[config.mk]
export PLATFORM = sky130hd
export DESIGN_NAME = coreuart_rx_engine
export DESIGN_NICKNAME = d
export VERILOG_FILES = /design/src/rtl/uart_pkg.sv /design/src/rtl/uart_rx_fifo.sv /design/src/rtl/coreuart_rx_engine.sv
export SDC_FILE = /design/constraint.sdc
export NUM_CORES = 1
export LEC_CHECK = 0
export BUFFER_PORTS_ARGS = -buffer_cell sky130_fd_sc_hd__buf_2
export CAP_MARGIN = 20
export CORE_MARGIN = 2
export CORE_UTILIZATION = 28
export DETAILED_ROUTE_END_ITERATION = 8
export PLACE_DENSITY = 0.52
export SLEW_MARGIN = 20
export SYNTH_ARGS = -nofsm -noshare
export SYNTH_HDL_FRONTEND = slang
export SYNTH_HIERARCHICAL = 1
export SYNTH_SLANG_ARGS = --single-unit
[constraint.sdc]
create_clock -name PCLK -period 5.8 [get_ports PCLK]
set_clock_uncertainty 0.15 [all_clocks]
set_input_delay 1.45 -clock PCLK [delete_from_list [all_inputs] [get_ports PCLK]]
set_output_delay 1.45 -clock PCLK [all_outputs]
set_load 0.03 [all_outputs]
[src/rtl/uart_pkg.sv]
// Shared types and constants for the CoreUART receive path.
package uart_pkg;

  typedef enum logic [2:0] {
    S_IDLE,
    S_START,
    S_DATA,
    S_PARITY,
    S_STOP,
    S_STOP2,
    S_WAIT_HIGH
  } rx_state_t;

  localparam int         OS_RATE     = 16;
  localparam logic [3:0] OS_MID      = 4'd7;
  localparam logic [3:0] OS_LAST     = 4'(OS_RATE - 1);
  localparam int         ENTRY_FLAGS = 2;

  // FIFO entry is {ferr, perr, data}
  function automatic int entry_width(input int data_width);
    return data_width + ENTRY_FLAGS;
  endfunction

endpackage

[src/rtl/uart_rx_fifo.sv]
// Generic synchronous show-ahead FIFO; the head word is visible without a read,
// and reads as zero while empty.
module uart_rx_fifo #(
  parameter int WIDTH = 10,
  parameter int DEPTH = 16
) (
  input  logic                     PCLK,
  input  logic                     PRESET,
  input  logic                     wr_en,
  input  logic [WIDTH-1:0]         wr_data,
  input  logic                     rd_en,
  output logic [WIDTH-1:0]         rd_data,
  output logic                     empty,
  output logic                     full,
  output logic [$clog2(DEPTH):0]   level
);
  localparam int AW = $clog2(DEPTH);

  logic [WIDTH-1:0] mem [DEPTH];
  logic [AW-1:0]    wr_ptr;
  logic [AW-1:0]    rd_ptr;
  logic             do_wr;
  logic             do_rd;

  assign empty   = (level == '0);
  assign full    = (level == (AW + 1)'(DEPTH));
  assign do_rd   = rd_en && !empty;
  // a pop in the same cycle frees the slot, so a full FIFO still accepts the write
  assign do_wr   = wr_en && (!full || do_rd);
  assign rd_data = empty ? '0 : mem[rd_ptr];

  always_ff @(posedge PCLK or posedge PRESET) begin
    if (PRESET) begin
      wr_ptr <= '0;
      rd_ptr <= '0;
      level  <= '0;
    end else begin
      if (do_wr) wr_ptr <= wr_ptr + 1'b1;
      if (do_rd) rd_ptr <= rd_ptr + 1'b1;
      if (do_wr && !do_rd)      level <= level + 1'b1;
      else if (!do_wr && do_rd) level <= level - 1'b1;
    end
  end

  always_ff @(posedge PCLK) begin
    if (do_wr) mem[wr_ptr] <= wr_data;
  end

endmodule

[src/rtl/coreuart_rx_engine.sv]
// UART receive engine: 16x oversampled framer with run-time format, break detect
// and a per-character flagged receive FIFO.
//   state       | meaning
//   S_IDLE      | line idle, looking for a low sample on a tick
//   S_START     | confirming start bit at its midpoint
//   S_DATA      | sampling data bits LSB-first
//   S_PARITY    | sampling parity bit
//   S_STOP      | sampling first stop bit
//   S_STOP2     | sampling second stop bit
//   S_WAIT_HIGH | framing error with line low; wait for line to return high
module coreuart_rx_engine
  import uart_pkg::*;
#(
  parameter int DATA_WIDTH = 8,
  parameter int FIFO_DEPTH = 16,
  parameter int BAUD_WIDTH = 13
) (
  input  logic                          PCLK,
  input  logic                          PRESET,
  input  logic [BAUD_WIDTH-1:0]         baud_val,
  input  logic [3:0]                    data_bits,
  input  logic                          parity_en,
  input  logic                          parity_odd,
  input  logic                          stop2,
  input  logic                          RX,
  input  logic                          rd_en,
  output logic [DATA_WIDTH-1:0]         rd_data,
  output logic                          rd_perr,
  output logic                          rd_ferr,
  output logic                          rx_rdy,
  output logic [$clog2(FIFO_DEPTH):0]   fifo_level,
  output logic                          overflow,
  input  logic                          clr_ovf,
  output logic                          break_det
);
  localparam int         EW     = entry_width(DATA_WIDTH);
  localparam logic [3:0] DW_MAX = 4'(DATA_WIDTH);

  rx_state_t              state, state_nxt;
  logic                   rx_m, rx_s;
  logic [BAUD_WIDTH-1:0]  baud_cnt;
  logic                   tick;
  logic [3:0]             scnt;
  logic [3:0]             bit_idx;
  logic [3:0]             nbits;
  logic [DATA_WIDTH-1:0]  data_r;
  logic                   perr_r, par_bit;
  logic                   scnt_clr, bit_clr, smp_data, smp_par, push, ferr_c;
  logic                   mid_smp, end_smp;
  logic                   fifo_full, fifo_empty, drop;
  logic [EW-1:0]          head;

  assign nbits = (data_bits < 4'd5) ? 4'd5 : (data_bits > DW_MAX) ? DW_MAX : data_bits;

  always_ff @(posedge PCLK or posedge PRESET) begin
    if (PRESET) begin
      rx_m <= 1'b1;
      rx_s <= 1'b1;
    end else begin
      rx_m <= RX;
      rx_s <= rx_m;
    end
  end

  assign tick = (baud_cnt == '0);

  always_ff @(posedge PCLK or posedge PRESET) begin
    if (PRESET)    baud_cnt <= '0;
    else if (tick) baud_cnt <= baud_val;
    else           baud_cnt <= baud_cnt - 1'b1;
  end

  assign mid_smp = tick && (scnt == OS_MID);
  assign end_smp = tick && (scnt == OS_LAST);

  always_ff @(posedge PCLK or posedge PRESET) begin
    if (PRESET) state <= S_IDLE;
    else        state <= state_nxt;
  end

  always_comb begin
    state_nxt = state;
    scnt_clr  = 1'b0;
    bit_clr   = 1'b0;
    smp_data  = 1'b0;
    smp_par   = 1'b0;
    push      = 1'b0;
    ferr_c    = 1'b0;
    break_det = 1'b0;
    case (state)
      S_IDLE: if (tick && !rx_s) begin
        state_nxt = S_START;
        scnt_clr  = 1'b1;
      end
      S_START: if (mid_smp) begin
        if (rx_s) state_nxt = S_IDLE;
        else begin
          state_nxt = S_DATA;
          scnt_clr  = 1'b1;
          bit_clr   = 1'b1;
        end
      end
      S_DATA: if (end_smp) begin
        smp_data = 1'b1;
        if (bit_idx == nbits - 1'b1) state_nxt = parity_en ? S_PARITY : S_STOP;
      end
      S_PARITY: if (end_smp) begin
        smp_par   = 1'b1;
        state_nxt = S_STOP;
      end
      S_STOP, S_STOP2: if (end_smp) begin
        if (state == S_STOP && stop2 && rx_s) state_nxt = S_STOP2;
        else begin
          push      = 1'b1;
          ferr_c    = !rx_s;
          break_det = !rx_s && (data_r == '0) && !par_bit;
          state_nxt = rx_s ? S_IDLE : S_WAIT_HIGH;
        end
      end
      S_WAIT_HIGH: if (rx_s) state_nxt = S_IDLE;
      default: state_nxt = S_IDLE;
    endcase
  end

  always_ff @(posedge PCLK or posedge PRESET) begin
    if (PRESET)        scnt <= '0;
    else if (scnt_clr) scnt <= '0;
    else if (tick)     scnt <= scnt + 1'b1;
  end

  // par_bit stays 0 without parity, so the break check needs no parity_en term
  always_ff @(posedge PCLK or posedge PRESET) begin
    if (PRESET) begin
      bit_idx <= '0;
      data_r  <= '0;
      perr_r  <= 1'b0;
      par_bit <= 1'b0;
    end else if (bit_clr) begin
      bit_idx <= '0;
      data_r  <= '0;
      perr_r  <= 1'b0;
      par_bit <= 1'b0;
    end else begin
      if (smp_data) begin
        for (int i = 0; i < DATA_WIDTH; i++)
          if (bit_idx == 4'(i)) data_r[i] <= rx_s;
        bit_idx <= bit_idx + 1'b1;
      end
      if (smp_par) begin
        par_bit <= rx_s;
        perr_r  <= (^data_r) ^ rx_s ^ parity_odd;
      end
    end
  end

  assign drop = push && fifo_full && !rd_en;

  always_ff @(posedge PCLK or posedge PRESET) begin
    if (PRESET)       overflow <= 1'b0;
    else if (drop)    overflow <= 1'b1;
    else if (clr_ovf) overflow <= 1'b0;
  end

  uart_rx_fifo #(
    .WIDTH (EW),
    .DEPTH (FIFO_DEPTH)
  ) u_fifo (
    .PCLK    (PCLK),
    .PRESET  (PRESET),
    .wr_en   (push),
    .wr_data ({ferr_c, perr_r, data_r}),
    .rd_en   (rd_en),
    .rd_data (head),
    .empty   (fifo_empty),
    .full    (fifo_full),
    .level   (fifo_level)
  );

  assign rd_data = head[DATA_WIDTH-1:0];
  assign rd_perr = head[DATA_WIDTH];
  assign rd_ferr = head[DATA_WIDTH+1];
  assign rx_rdy  = !fifo_empty;

endmodule

==> flow_summary.toml <==
[pwr]
internal_power_mw = 2.65
power.switching_mw = 0.695
netSwitchingFraction_pct = 20.8
power_density_mw_per_mm2 = 306
leakagePower_nw = 4.24
p_clk_share_pct = 46.3
p_seq_share_pct = 50.5
max-vdd-ir-drop_mv = 0.205
p_comb_share_pct = 3.2

[global_routing]
grt_pass1_vias = 5286
grt.total_usage_pct = 11.2
grt_pass1_wl_mm = 31.1
grt_overflow_total = 0
antenna_found_initial = 0
grt_max_degree = 38

[timing]
worst_slack_ns = 1.35
timing.hold.ws_ns = 0.205
rsz0062_at_grt = "false"
timing.final.crit_share_pct = 76.7
finalMaxSlewViolations = 0
min_period_ns = 4.45
relSlewSlack_pct = 22.2
worst_pin_slew_ns = 1.16
timing.fmax_mhz = 225
fin_tns_setup_ns = 0
hold_violations = 0
setup_viol = 0

[clocking]
cts_tree = "done"
htreeDepth = 1
clockBufferDepth = 3
ctsResizeCount = 0
insertion_delay_ns = 0.52
numCtsBuffers = 23
cts.sinks = 210
cts_setup_buffers = 0
clkTransAtPathRegs_ns = 0.06
root_buffer = "clkbuf_16"
cts.hold.buffers_added = 0

[synthesis]
syn_inst = 603
syn_avg_cell_area_um2 = 15.6
yosys_warnings = 6
synth_enable_flop_cells = 160
ys_ff_latch = 210
yosysSeqAreaShare_pct = 64.4
async_flop_share_pct = 23.8
syn_nets = 649
synth_area_mm2 = 0.00940
synthDistinctLibCells = 69
synth-main-ff-cell = "edfxtp_1"

[cells_and_area]
utilization_pct = 32.8
final_cell_mix = "160 x edfxtp_1, 46 x dfrtp_1, 43 x nor2_1, 42 x buf_2, 38 x mux4_2"
final_layout_size_suffix_gt1_share_pct = 24.7
nNetsFinal = 701
antennaDiodeCount = 0
fin_area_mm2 = 0.0109
syn_to_final_growth_pct = 16.0
final_common_cell = "edfxtp_1"

[setup_path]
crit_path_max_fanout = 23
reg2reg_depth = 15
max_stage_delay_ns = 0.86
path_delay_family = "multiplexers"
worst-path-stages = 5
cp_cell_sequence = "mux4_1 > mux2_2 > o21ai_1 > a21oi_1 > buf_2"
required_ns = 4.20
critPathKind = "flip-flop to output port"
cp_num_buf_inv = 1
cp.arrival_ns = 2.85
slowest_stage = "dfrtp_2"
start_kind = "flip-flop"
cp-end-kind = "output port"

[floorplan]
die_area_mm2 = 0.0351
start_util_pct = 28.2
die_y_um = 187
fp.dieW_um = 187
core_mm2 = 0.0333
num_io_pins = 43
row_count = 67

[drt]
wl_per_cell_um = 17.4
route.vias.total = 5229
drt_iter0_drc = 338
route.detailed.drc = 0
routed_via_density = 4.67
postRouteAntennaNets = 0
routed_wl_mm = 19.4
first_pass_iters = 4

[place]
finalWeightedCongestion = 0.761
io_buffers = 42
dp_hpwl_mm = 12.7
placed_cell_area_mm2 = 0.0101
dp_slack_ns = 1.27

[min_path]
worstHoldPathType = "flip-flop to flip-flop"
holdPathStages = 0

[run_status]
status = "finished clean"

[job]
drv_cap = 0
==> sequential cells by signal (all words and copies together) (netlist names) <==
register,flops
u_fifo/mem,160
baud_cnt,13
data_r,8
u_fifo/level,5
bit_idx,4
scnt,4
u_fifo/rd_ptr,4
u_fifo/wr_ptr,4
state,3
overflow,1
par_bit,1
perr_r,1
rx_m,1
rx_s,1
==> logic make-up (layout without fill, tap and decap cells) <==
family,after synthesis,in the layout,share of synthesized area (%)
simple gates,135,135,8.21
flops,210,210,64.4
xor+xnor,27,27,2.66
mux,66,66,12.6
fa+ha+maj,21,21,2.87
buf+inv,57,125,3.11
compound gates,87,87,6.10
==> routing by layer <==
layer | global-route usage (%) | routed length (µm)
met3 | 2.01 | 823
met5 | 0 | 0
met2 | 17.4 | 8890
met1 | 16.3 | 9330
met4 | 2.84 | 390
==> worst register-to-register path: cells and delay by family, from the launching register on <==
kind                     cells  cell delay, ns
AO/OA/AOI/OAI                5            1.44
AND/OR/NAND/NOR              4            1.03
adder cells (fa/ha/maj)      3            0.89
flip-flops                   1            0.40
buffers and inverters        3            0.26
==> worst paths after layout <==
check                                       from          endpoint  slack, ns
worst max-delay path            u_fifo/rd_ptr[1]        rd_data[0]       1.35
worst min-delay path                        rx_m              rx_s       0.20
worst max register to register       baud_cnt[0]   u_fifo/level[4]       1.50
worst min register to register              rx_m              rx_s       0.20
max in group asynchronous                 PRESET              rx_m       4.20
min in group asynchronous                 PRESET  u_fifo/rd_ptr[3]       0.86
==> cells in the mapped netlist (all sizes together), types with 3 or more instances <==
| cell type | instances | area [µm²] |
|---|---|---|
| a21o | 3 | 22.5 |
| a311oi | 8 | 70.1 |
| a41o | 8 | 80.1 |
| o21ai | 26 | 130 |
| mux2 | 13 | 146 |
| nand4 | 4 | 31.3 |
| nor2 | 47 | 181 |
| a21oi | 22 | 110 |
| mux2i | 13 | 130 |
| nand2b | 6 | 37.5 |
| xnor2 | 22 | 193 |
| edfxtp | 160 | 4800 |
| inv | 27 | 101 |
| mux4 | 40 | 908 |
| nor2b | 4 | 25.0 |
| or2 | 5 | 31.3 |
| nor4 | 10 | 126 |
| clkbuf | 10 | 37.5 |
| xor2 | 4 | 35.0 |
| nand3 | 9 | 45.0 |
| nor3 | 10 | 61.3 |
| buf | 20 | 154 |
| a31oi | 7 | 50.1 |
| dfrtp | 48 | 1200 |
| or4 | 4 | 33.8 |
| nand2 | 24 | 97.6 |
| ha | 20 | 250 |
==> power groups by stage <==
stage	combinational (mW)	sequential (mW)	clock (mW)
after floorplan	0.0844	1.71	0
after global placement	0.109	1.72	0
after detailed placement	0.109	1.72	0
after CTS	0.110	1.69	1.59
after global routing	0.124	1.69	1.65
final	0.107	1.69	1.55
==> area by class of cell <==
cell class	instances	area, µm²
fill	3241	22400
sequential	210	6060
multi-input combinational	336	3060
clock buffer	26	587
tap	448	561
timing repair buffer	57	323
clock inverter	15	214
inverter	27	101
==> stage by stage <==
step / power [mW] / instances
final: 3.34 / 1119
after global routing: 3.47 / 1119
after CTS: 3.38 / 1119
after detailed placement: 1.83 / 1078
after global placement: 1.82 / 1078
after floorplan: 1.79 / 603
(Power assumes the default switching activity.)
